### config.mk
export PLATFORM = sky130hd
export DESIGN_NAME = pipe_stage_reg_flat
export DESIGN_NICKNAME = d
export VERILOG_FILES = /design/src/rtl/pipe_stage_reg_if.sv /design/src/rtl/pipe_stage_reg.sv /design/src/flat_wrapper.sv
export SDC_FILE = /design/constraint.sdc
export NUM_CORES = 1
export LEC_CHECK = 0
export CORE_ASPECT_RATIO = 0.7
export CORE_MARGIN = 8
export CORE_UTILIZATION = 33
export CTS_CLUSTER_SIZE = 12
export DETAILED_ROUTE_END_ITERATION = 10
export PLACE_DENSITY_LB_ADDON = 0.1
export SETUP_SLACK_MARGIN = 0.3
export SYNTH_ARGS = -nofsm -noshare
export SYNTH_HDL_FRONTEND = slang
export SYNTH_SLANG_ARGS = --single-unit
### constraint.sdc
create_clock -name clk -period 1.3 [get_ports clk]
set_input_delay 0.26 -clock clk [delete_from_list [all_inputs] [get_ports clk]]
set_output_delay 0.26 -clock clk [all_outputs]
set_load 0.02 [all_outputs]
### src/rtl/pipe_stage_reg_if.sv
// Handshake bundle for pipe_stage_reg: upstream in_* side, downstream out_* side,
// and the req/flush pipeline controls. The stage itself connects through the slave modport.
interface pipe_stage_reg_if #(
    parameter int DATA_W = 136,
    parameter int PC_W   = 32
);
    logic              in_valid;
    logic              in_ready;
    logic [PC_W-1:0]   in_pc;
    logic [DATA_W-1:0] in_data;
    logic              req;
    logic              flush;
    logic              out_valid;
    logic              out_ready;
    logic [PC_W-1:0]   out_pc;
    logic [DATA_W-1:0] out_data;
    logic [1:0]        occupancy;

    modport master (
        output in_valid, in_pc, in_data, req, flush, out_ready,
        input  in_ready, out_valid, out_pc, out_data, occupancy
    );

    modport slave (
        input  in_valid, in_pc, in_data, req, flush, out_ready,
        output in_ready, out_valid, out_pc, out_data, occupancy
    );
endinterface

### src/rtl/pipe_stage_reg.sv
// Pipeline stage register with valid/ready handshake, exception redirect and flush.
// Define PIPE_STAGE_SKID_EN for the two-entry (main + skid) variant; otherwise a single entry.
module pipe_stage_reg #(
    parameter int              DATA_W     = 136,
    parameter int              PC_W       = 32,
    parameter logic [PC_W-1:0] RESET_PC   = 'h0000_3000,
    parameter logic [PC_W-1:0] HANDLER_PC = 'h0000_4180
) (
    input logic           clk,
    input logic           reset,
    pipe_stage_reg_if.slave bus
);
    typedef enum logic [1:0] {
        EMPTY = 2'd0,
        ONE   = 2'd1,
        FULL  = 2'd2
    } state_e;

    state_e            state_q, state_d;
    logic [PC_W-1:0]   mainPc_q, mainPc_d;
    logic [DATA_W-1:0] mainData_q, mainData_d;
    logic              outValid;
    logic              inXfer;
    logic              outXfer;
`ifdef PIPE_STAGE_SKID_EN
    logic [PC_W-1:0]   skidPc_q, skidPc_d;
    logic [DATA_W-1:0] skidData_q, skidData_d;
`endif

    assign outValid = (state_q != EMPTY);

    // The skid variant decides readiness from registers alone; the single entry
    // variant must look through to out_ready to keep full throughput.
`ifdef PIPE_STAGE_SKID_EN
    assign bus.in_ready = (state_q != FULL) & ~reset;
`else
    assign bus.in_ready = (~outValid | bus.out_ready) & ~reset;
`endif

    assign inXfer        = bus.in_valid & bus.in_ready;
    assign outXfer       = outValid & bus.out_ready;
    assign bus.out_valid = outValid;
    assign bus.out_pc    = mainPc_q;
    assign bus.out_data  = mainData_q;
    assign bus.occupancy = state_q;

    always_ff @(posedge clk) begin
        if (reset) begin
            state_q    <= EMPTY;
            mainPc_q   <= RESET_PC;
            mainData_q <= '0;
`ifdef PIPE_STAGE_SKID_EN
            skidPc_q   <= '0;
            skidData_q <= '0;
`endif
        end else begin
            state_q    <= state_d;
            mainPc_q   <= mainPc_d;
            mainData_q <= mainData_d;
`ifdef PIPE_STAGE_SKID_EN
            skidPc_q   <= skidPc_d;
            skidData_q <= skidData_d;
`endif
        end
    end

    // req outranks flush; both discard any same-cycle input. A flush keeps mainPc so
    // the bubble carries the PC of the killed (or last departed) instruction.
    always_comb begin
        state_d    = state_q;
        mainPc_d   = mainPc_q;
        mainData_d = mainData_q;
`ifdef PIPE_STAGE_SKID_EN
        skidPc_d   = skidPc_q;
        skidData_d = skidData_q;
`endif
        if (bus.req) begin
            state_d    = EMPTY;
            mainPc_d   = HANDLER_PC;
            mainData_d = '0;
`ifdef PIPE_STAGE_SKID_EN
            skidData_d = '0;
`endif
        end else if (bus.flush) begin
            state_d    = EMPTY;
            mainData_d = '0;
`ifdef PIPE_STAGE_SKID_EN
            skidData_d = '0;
`endif
        end else begin
            case (state_q)
                EMPTY: begin
                    if (inXfer) begin
                        state_d    = ONE;
                        mainPc_d   = bus.in_pc;
                        mainData_d = bus.in_data;
                    end
                end
                ONE: begin
`ifdef PIPE_STAGE_SKID_EN
                    if (inXfer && outXfer) begin
                        mainPc_d   = bus.in_pc;
                        mainData_d = bus.in_data;
                    end else if (inXfer) begin
                        state_d    = FULL;
                        skidPc_d   = bus.in_pc;
                        skidData_d = bus.in_data;
                    end else if (outXfer) begin
                        state_d    = EMPTY;
                        mainData_d = '0;
                    end
`else
                    if (inXfer) begin
                        mainPc_d   = bus.in_pc;
                        mainData_d = bus.in_data;
                    end else if (outXfer) begin
                        state_d    = EMPTY;
                        mainData_d = '0;
                    end
`endif
                end
`ifdef PIPE_STAGE_SKID_EN
                FULL: begin
                    if (outXfer) begin
                        state_d    = ONE;
                        mainPc_d   = skidPc_q;
                        mainData_d = skidData_q;
                        skidData_d = '0;
                    end
                end
`endif
                default: state_d = EMPTY;
            endcase
        end
    end
endmodule
### src/flat_wrapper.sv
// flat-port wrapper written by rule: the top's interface ports become plain ports
module pipe_stage_reg_flat 
#(
    parameter int              DATA_W     = 136,
    parameter int              PC_W       = 32,
    parameter logic [PC_W-1:0] RESET_PC   = 'h0000_3000,
    parameter logic [PC_W-1:0] HANDLER_PC = 'h0000_4180
)
  (clk, reset, bus_in_valid, bus_in_pc, bus_in_data, bus_req, bus_flush, bus_out_ready, bus_in_ready, bus_out_valid, bus_out_pc, bus_out_data, bus_occupancy);
  pipe_stage_reg_if #(.DATA_W(DATA_W), .PC_W(PC_W)) bus_i ();
  input logic clk;
  input logic reset;
  input wire logic [$bits(bus_i.in_valid)-1:0] bus_in_valid;
  input wire logic [$bits(bus_i.in_pc)-1:0] bus_in_pc;
  input wire logic [$bits(bus_i.in_data)-1:0] bus_in_data;
  input wire logic [$bits(bus_i.req)-1:0] bus_req;
  input wire logic [$bits(bus_i.flush)-1:0] bus_flush;
  input wire logic [$bits(bus_i.out_ready)-1:0] bus_out_ready;
  output wire logic [$bits(bus_i.in_ready)-1:0] bus_in_ready;
  output wire logic [$bits(bus_i.out_valid)-1:0] bus_out_valid;
  output wire logic [$bits(bus_i.out_pc)-1:0] bus_out_pc;
  output wire logic [$bits(bus_i.out_data)-1:0] bus_out_data;
  output wire logic [$bits(bus_i.occupancy)-1:0] bus_occupancy;
  assign bus_i.in_valid = bus_in_valid;
  assign bus_i.in_pc = bus_in_pc;
  assign bus_i.in_data = bus_in_data;
  assign bus_i.req = bus_req;
  assign bus_i.flush = bus_flush;
  assign bus_i.out_ready = bus_out_ready;
  assign bus_in_ready = bus_i.in_ready;
  assign bus_out_valid = bus_i.out_valid;
  assign bus_out_pc = bus_i.out_pc;
  assign bus_out_data = bus_i.out_data;
  assign bus_occupancy = bus_i.occupancy;
  pipe_stage_reg #(.DATA_W(DATA_W), .PC_W(PC_W), .RESET_PC(RESET_PC), .HANDLER_PC(HANDLER_PC)) u_core (.clk(clk), .reset(reset), .bus(bus_i));
endmodule
==> flow_summary_export.csv, run 1 <==
group,metric,value,unit
place,place_hpwl,16200,um
clock_network,cts-root-buf,"clkbuf_16",
route,drt-vias-per-instance,5.05,
critical_path,crit_type,"register to register",
synthesis,ys_types,25,
synthesis,synthSimpleGateAreaFrac,4.78,%
pwr,p_comb_share,12.8,%
synthesis,synth_enable_flop_cells,0,
synthesis,syn_nets,650,
floorplanning,coreArea,16900,um2
place,pre_cts_slack,-0.640,ns
clock_network,cts_tree,"done",
finish,n_antenna_cell,0,
sta,setup_ws,-0.213,ns
sta,hold_viol,0,
place,postPlaceCellArea,9500,um2
finish,area_delta_synth_final,99.6,%
synthesis,synth_cells,476,
floorplanning,rows,40,
critical_path,ff2ff_setup_slack,-0.21,ns
critical_path,reg2reg_depth,6,
route,drt_iter0_drc,324,
synthesis,synthArstFlopShare,0,%
route,vias,5571,
run_status,violations,"setup timing",
critical_path,endpoint_kind,"register",
global_routing,grt_pass1_vias,5789,
synthesis,avgSynthCellArea,11.8,um2
synthesis,synth_top_family_by_area,"compound AO/OA/AOI/OAI gates",
critical_path,cp_cell_sequence,"or2_4 > a211oi_4 > buf_6 > buf_6 > buf_12 > a22o_1",
pwr,power_density,1050,nW/um2
pwr,internal_power,8.81,mW
worst_hold_path,hold_path_depth,3,
critical_path,cp_slowest_stage_delay,0.35,ns
critical_path,cp_common_cell,"buf_6",
clock_network,clk_pin_slew_worst_paths,0.07,ns
clock_network,clockBufferDepth,2,
sta,rsz0062_at_grt,"yes",
sta,drv_slew,0,
critical_path,cp-start-kind,"register",
finish,layout-drive-gt1-share,54.6,%
finish,final_area,11200,um2
sta,skew,0.00928,ns
route,first_pass_iters,4,
critical_path,critPathArrivalTime,1.86,ns
sta,period_minus_slack,1.51,ns
synthesis,synth-adder-area-share,0,%
global_routing,grt_max_degree,35,
global_routing,overflow,0,
global_routing,grt_pass1_wl,33800,um
pwr,peakVddDrop,833,uV
clock_network,insertion_delay,0.42,ns
critical_path,r2r_end,"u_core.bus.out_data[86]",
sta,min_period_over_period,116,%
route,detail-route-antenna-nets,0,
finish,fill_cells,1255,
floorplanning,die_w,172,um
finish,multi_input_area,2070,um2
pwr,seqPwrFrac,46.0,%
critical_path,slowest_stage,"dfxtp_4",
synthesis,yosysSeqAreaShare,60.4,%
sta,clock.fmax,661,MHz
run_status,outcome,"finished, violations left",
floorplanning,die_y,125,um
worst_hold_path,hp-start,"bus_flush",
clock_network,htreeDepth,4,
clock_network,clkSinkCount,169,
pwr,power.share.clock,41.1,%
critical_path,critical_path_required,1.65,ns
place,port_buffers,344,
synthesis,yosysTopAreaCell,"dfxtp_1",
finish,seq_area,3600,um2
synthesis,synthDominantCellAreaShare,60.4,%
critical_path,cp_max_fo,8,
worst_hold_path,holdCritPathClass,"input port to register",
route,wl_per_cell,21.6,um
job,drv_cap,0,
synthesis,synthTopCellsByArea,"dfxtp_1 60%, a22o_1 21%, o31ai_1 4.0%, nand4_1 3.4%, a21oi_1 2.6%",
synthesis,yosysWarnings,0,
sta,timing.hold.ws,0.220,ns
critical_path,crit_buf_inv,3,
clock_network,numCtsBuffers,17,
global_routing,grt_usage,20.0,%
finish,post-route-util,66.2,%
synthesis,synth_compound_area_share,28.9,%
synthesis,synth.area.mux_share,0,%
pwr,p_leak,4.59,nW
global_routing,antenna_found_initial,0,
synthesis,synth-main-ff-cell,"dfxtp_1",
critical_path,worstReg2RegStart,"u_core.bus.occupancy[0]",
critical_path,path_delay_family,"compound AO/OA/AOI/OAI gates",
sta,finalSetupViolations,139,
finish,nNetsFinal,1034,
synthesis,synth_area,5600,um2
floorplanning,start_util,33.2,%
pwr,power.switching,2.87,mW
worst_hold_path,hold_end,"u_core.bus.occupancy[0]",
route,postRouteWirelength,23900,um
synthesis,synth_seq_cells,169,
route,drc,0,
floorplanning,io_pins,346,
floorplanning,dieArea,21500,um2
place,place.gp.congestion,0.817,
sta,fin_tns_setup,-21.76,ns
synthesis,synth_xor_area_share,0,%
pwr,power.share.switching,24.5,%
[sequential cells by signal, indices dropped and copies added (netlist names)]
register	cells
u_core.bus.out_pc	32
u_core.bus.out_data	136
u_core.bus.occupancy	1
[cells in the mapped netlist (2+ instances only)]
master,instances
dfxtp_1,169
a22o_1,136
nand4_1,30
o31ai_1,30
a21oi_1,29
buf_2,21
clkbuf_1,20
buf_4,7
buf_6,5
nand2b_1,4
a31oi_1,3
buf_1,3
a211o_1,2
and3_1,2
nor2_1,2
nor2b_1,2
nor3_1,2
o21ai_0,2
[cell families (layout without fill, tap and decap cells)]
logic type             count (synthesis)  count (layout)
DFF                                  169             169
other                                  1               1
and+or+nand+nor                       44              44
buffers and inverters                 59             456
AOI/OAI and AO/OA                    203             203
[routing by layer]
metal	vias to the layer above	share of wire (%)	global-route usage [%]	wire length [um]
li1	2615	-	-	-
met1	2702	39	22.5	9290
met2	236	50	34.6	12100
met3	18	9.5	7.73	2270
met4	0	1.1	4.90	258
met5	-	0	0	0
[cell type report]
class                   instances  area share (%)
repair buffers                422            41.5
flip-flops and latches        169            32.2
multi-input cells             248            18.6
clock buffers                  19            4.05
well taps                     231            2.59
clock inverters                13           0.974
inverters                       2          0.0672
[worst reg2reg max path, cell delays in order, from the launching register on]
cell and delay [ns]:
dfxtp_4 0.35, or2_4 0.26, a211oi_4 0.29, buf_6 0.19, buf_6 0.11, buf_12 0.11, a22o_1 0.14
[repair_timing]
| item | 4_1_cts | 5_1_grt |
|---|---|---|
| resized for setup | 1210 | 47 |
| setup endpoints to repair | 340 | 340 |
| setup buffers | 28 | 4 |
| pin swaps | 3 | 24 |
| hold buffers | 0 | 0 |
| cloned | 2 | 7 |
[layout by cell type (no fill, tap or decap), drive strengths merged]
cell / n
o21ai: 2
inv: 6
clkinv: 6
o31ai: 30
or2: 2
buf: 244
and3: 2
clkdlybuf4s50: 170
nor2b: 2
a211o: 2
nand2b: 4
nor2: 2
a21oi: 29
a31oi: 3
dlymetal6s2s: 3
nand4: 30
dfxtp: 169
a211oi: 1
nor3: 2
clkbuf: 24
a22o: 136
conb: 1
clkinvlp: 3
[how the worst max path moves through the flow]
stage | from | end | slack (ns) | depth (start not counted)
6_report | u_core.bus.occupancy[0] | u_core.bus.out_data[86] | -0.21 | 6
5_1_grt | u_core.bus.occupancy[0] | u_core.bus.out_data[2] | -0.27 | 7
4_1_cts | u_core.bus.occupancy[0] | bus_in_ready | -0.21 | 3
3_5_place_dp | reset | u_core.bus.out_data[2] | -0.64 | 5
3_3_place_gp | reset | u_core.bus.out_data[70] | -0.58 | 5
2_1_floorplan | u_core.bus.occupancy[0] | u_core.bus.out_data[57] | -0.11 | 6
[power groups by stage]
stage / sequential, mW / clock [mW] / combinational, mW
4_1_cts: 5.37 / 4.92 / 1.39
3_3_place_gp: 5.45 / 0 / 1.29
5_1_grt: 5.39 / 5.16 / 1.56
6_report: 5.38 / 4.81 / 1.50
2_1_floorplan: 5.57 / 0 / 0.305
3_5_place_dp: 5.45 / 0 / 1.31
[metrics by stage]
step / instances / total power, mW
5_1_grt: 1104 / 12.1
3_5_place_dp: 1031 / 6.76
4_1_cts: 1093 / 11.7
3_3_place_gp: 1031 / 6.74
2_1_floorplan: 476 / 5.88
6_report: 1104 / 11.7
Power figures use the tool's default switching activity.
==> inputs of run 2 (changes only) <==
CORE_MARGIN = 2   (was 8)
==> run 2 against run 1 <==
Compared with the run above:
- the flow still finishes with violations (setup timing)
- utilization is 2.5 points higher
- critical endpoint is now u_core.bus.out_data[88]
- count of clock-buffer cells in the layout shrank 1
- via count increased by 2.7%
- cell area rose by 1.2%
- flip-flop and latch count is the same
- critical path depth unchanged
- combinational power is essentially flat
- total power is 0.79% lower
- cell count grew 0.27%
- wire length shrank 7.3%
- clock power fell by 2%
- sequential power about the same
==> flow_summary_export.csv, run 2 (synthesis results as in run 1) <==
group,metric,value,unit
route,detail-route-antenna-nets,0,
finish,post-route-util,68.8,%
run_status,violations,"setup timing",
clock_network,clockBufferDepth,2,
clock_network,cts_hold_buffers,0,
finish,final_cell_mix,"179 x buf_6, 170 x clkdlybuf4s50_1, 167 x dfxtp_2, 136 x a22o_1, 51 x buf_4",
global_routing,overflow,0,
floorplanning,dieArea,18000,um2
global_routing,grt_usage,22.0,%
floorplanning,rows,39,
sta,clock.fmax,671,MHz
critical_path,critPathArrivalTime,1.84,ns
clock_network,clk_pin_slew_worst_paths,0.07,ns
critical_path,cp_max_fo,18,
floorplanning,io_pins,346,
route,wl_per_cell,20.0,um
clock_network,clkSinkCount,169,
pwr,p_leak,4.61,nW
critical_path,crit_type,"register to register",
critical_path,cp-start-kind,"register",
finish,layout_commonest_cell,"buf_6",
sta,hold_viol,0,
route,first_pass_iters,4,
finish,area_delta_synth_final,102,%
clock_network,cts_tree,"done",
sta,rsz0062_at_grt,"yes",
route,drt_iter0_drc,416,
place,place_hpwl,14400,um
floorplanning,die_y,113,um
global_routing,grt_max_degree,38,
floorplanning,start_util,34.0,%
finish,layout-drive-gt1-share,56.1,%
finish,largest_reg_flops,136,
floorplanning,coreArea,16400,um2
clock_network,cts-root-buf,"clkbuf_16",
finish,nNetsFinal,1040,
pwr,power_density,1020,nW/um2
finish,fill_cells,1170,
critical_path,critical_path_required,1.65,ns
clock_network,insertion_delay,0.42,ns
global_routing,grt_pass1_vias,5649,
sta,finalSetupViolations,147,
route,vias,5720,
sta,skew,0.00563,ns
route,postRouteWirelength,22100,um
global_routing,antenna_found_initial,3,
finish,final_area,11300,um2
run_status,outcome,"finished, violations left",
job,drv_cap,0,
clock_network,numCtsBuffers,17,
place,postPlaceCellArea,9490,um2
route,drt-vias-per-instance,5.17,
place,place.gp.congestion,0.879,
pwr,peakVddDrop,661,uV
finish,multi_input_area,2200,um2
clock_network,htreeDepth,4,
sta,period_minus_slack,1.49,ns
floorplanning,die_w,160,um
worst_hold_path,holdCritPathClass,"input port to register",
sta,setup_ws,-0.190,ns
sta,timing.hold.ws,0.208,ns
sta,min_period_over_period,115,%
global_routing,grt_pass1_wl,31200,um
route,drc,0,
finish,seq_area,3600,um2
place,port_buffers,344,
critical_path,endpoint_kind,"register",
sta,drv_slew,0,
[run 2: cell count changes in the layout (fill, tap and decap cells not counted), sizes merged]
cell          delta
buf              +6
diode            +3
clkinvlp         +1
dlymetal6s2s     -1
clkbuf           -1
dlygate4sd2      +1
[run 2: repair_timing]
action | CTS | global route
pin swaps | 29 | 14
gates cloned | 0 | 8
resized for setup | 1207 | 70
setup buffers | 22 | 17
setup endpoints to repair | 340 | 340
[run 2: layer usage]
layer | vias to the layer above | track usage, % | share of wire, %
met3 | 44 | 7.40 | 7.9
met5 | - | 0 | 0
met4 | 0 | 10.8 | 3.2
met2 | 297 | 36.8 | 49
met1 | 2749 | 25.5 | 40
li1 | 2630 | - | -
[run 2: stage by stage]
stage	setup WS (ns)	cells	setup TNS [ns]	total power, mW
6_report	-0.190	1107	-14.50	11.6
5_1_grt	-0.229	1107	-22.75	12.0
4_1_cts	-0.179	1079	-13.68	11.5
3_5_place_dp	-0.633	1025	-96.70	6.75
3_3_place_gp	-0.601	1025	-93.95	6.73
2_1_floorplan	-0.106	476	-8.50	5.88
[run 2: worst paths after layout]
path                            slack [ns]  cells past startpoint                    start                 endpoint
worst min register to register        0.47                      2     u_core.bus.out_pc[2]     u_core.bus.out_pc[2]
worst max-delay path                 -0.19                      6  u_core.bus.occupancy[0]  u_core.bus.out_data[88]
worst max register to register       -0.19                      6  u_core.bus.occupancy[0]  u_core.bus.out_data[88]
worst min-delay path                  0.21                      3                bus_flush  u_core.bus.occupancy[0]
[run 2: report_power, final]
part / leakage [nW] / switching [mW] / internal, mW / total [mW]
combinational: 2.90 / 0.585 / 0.911 / 1.50
clock: 0.260 / 2.23 / 2.48 / 4.72
sequential: 1.45 / 0.0813 / 5.29 / 5.38
total: 4.61 / 2.90 / 8.69 / 11.6
[run 2: critical path, stage by stage (launching register included)]
cell and delay, ns:
dfxtp_4 0.35, buf_4 0.14, nand2b_4 0.08, a211oi_4 0.27, buf_12 0.20, clkbuf_16 0.20, a22o_1 0.18
[run 2: final cells by class]
class | instances | area share (%)
clock buffer | 18 | 3.80
tap | 225 | 2.49
clock inverter | 14 | 1.01
inverter | 2 | 0.0996
multi-input combinational | 248 | 19.5
timing repair buffer | 428 | 41.2
sequential | 169 | 31.8
antenna | 3 | 0.0664
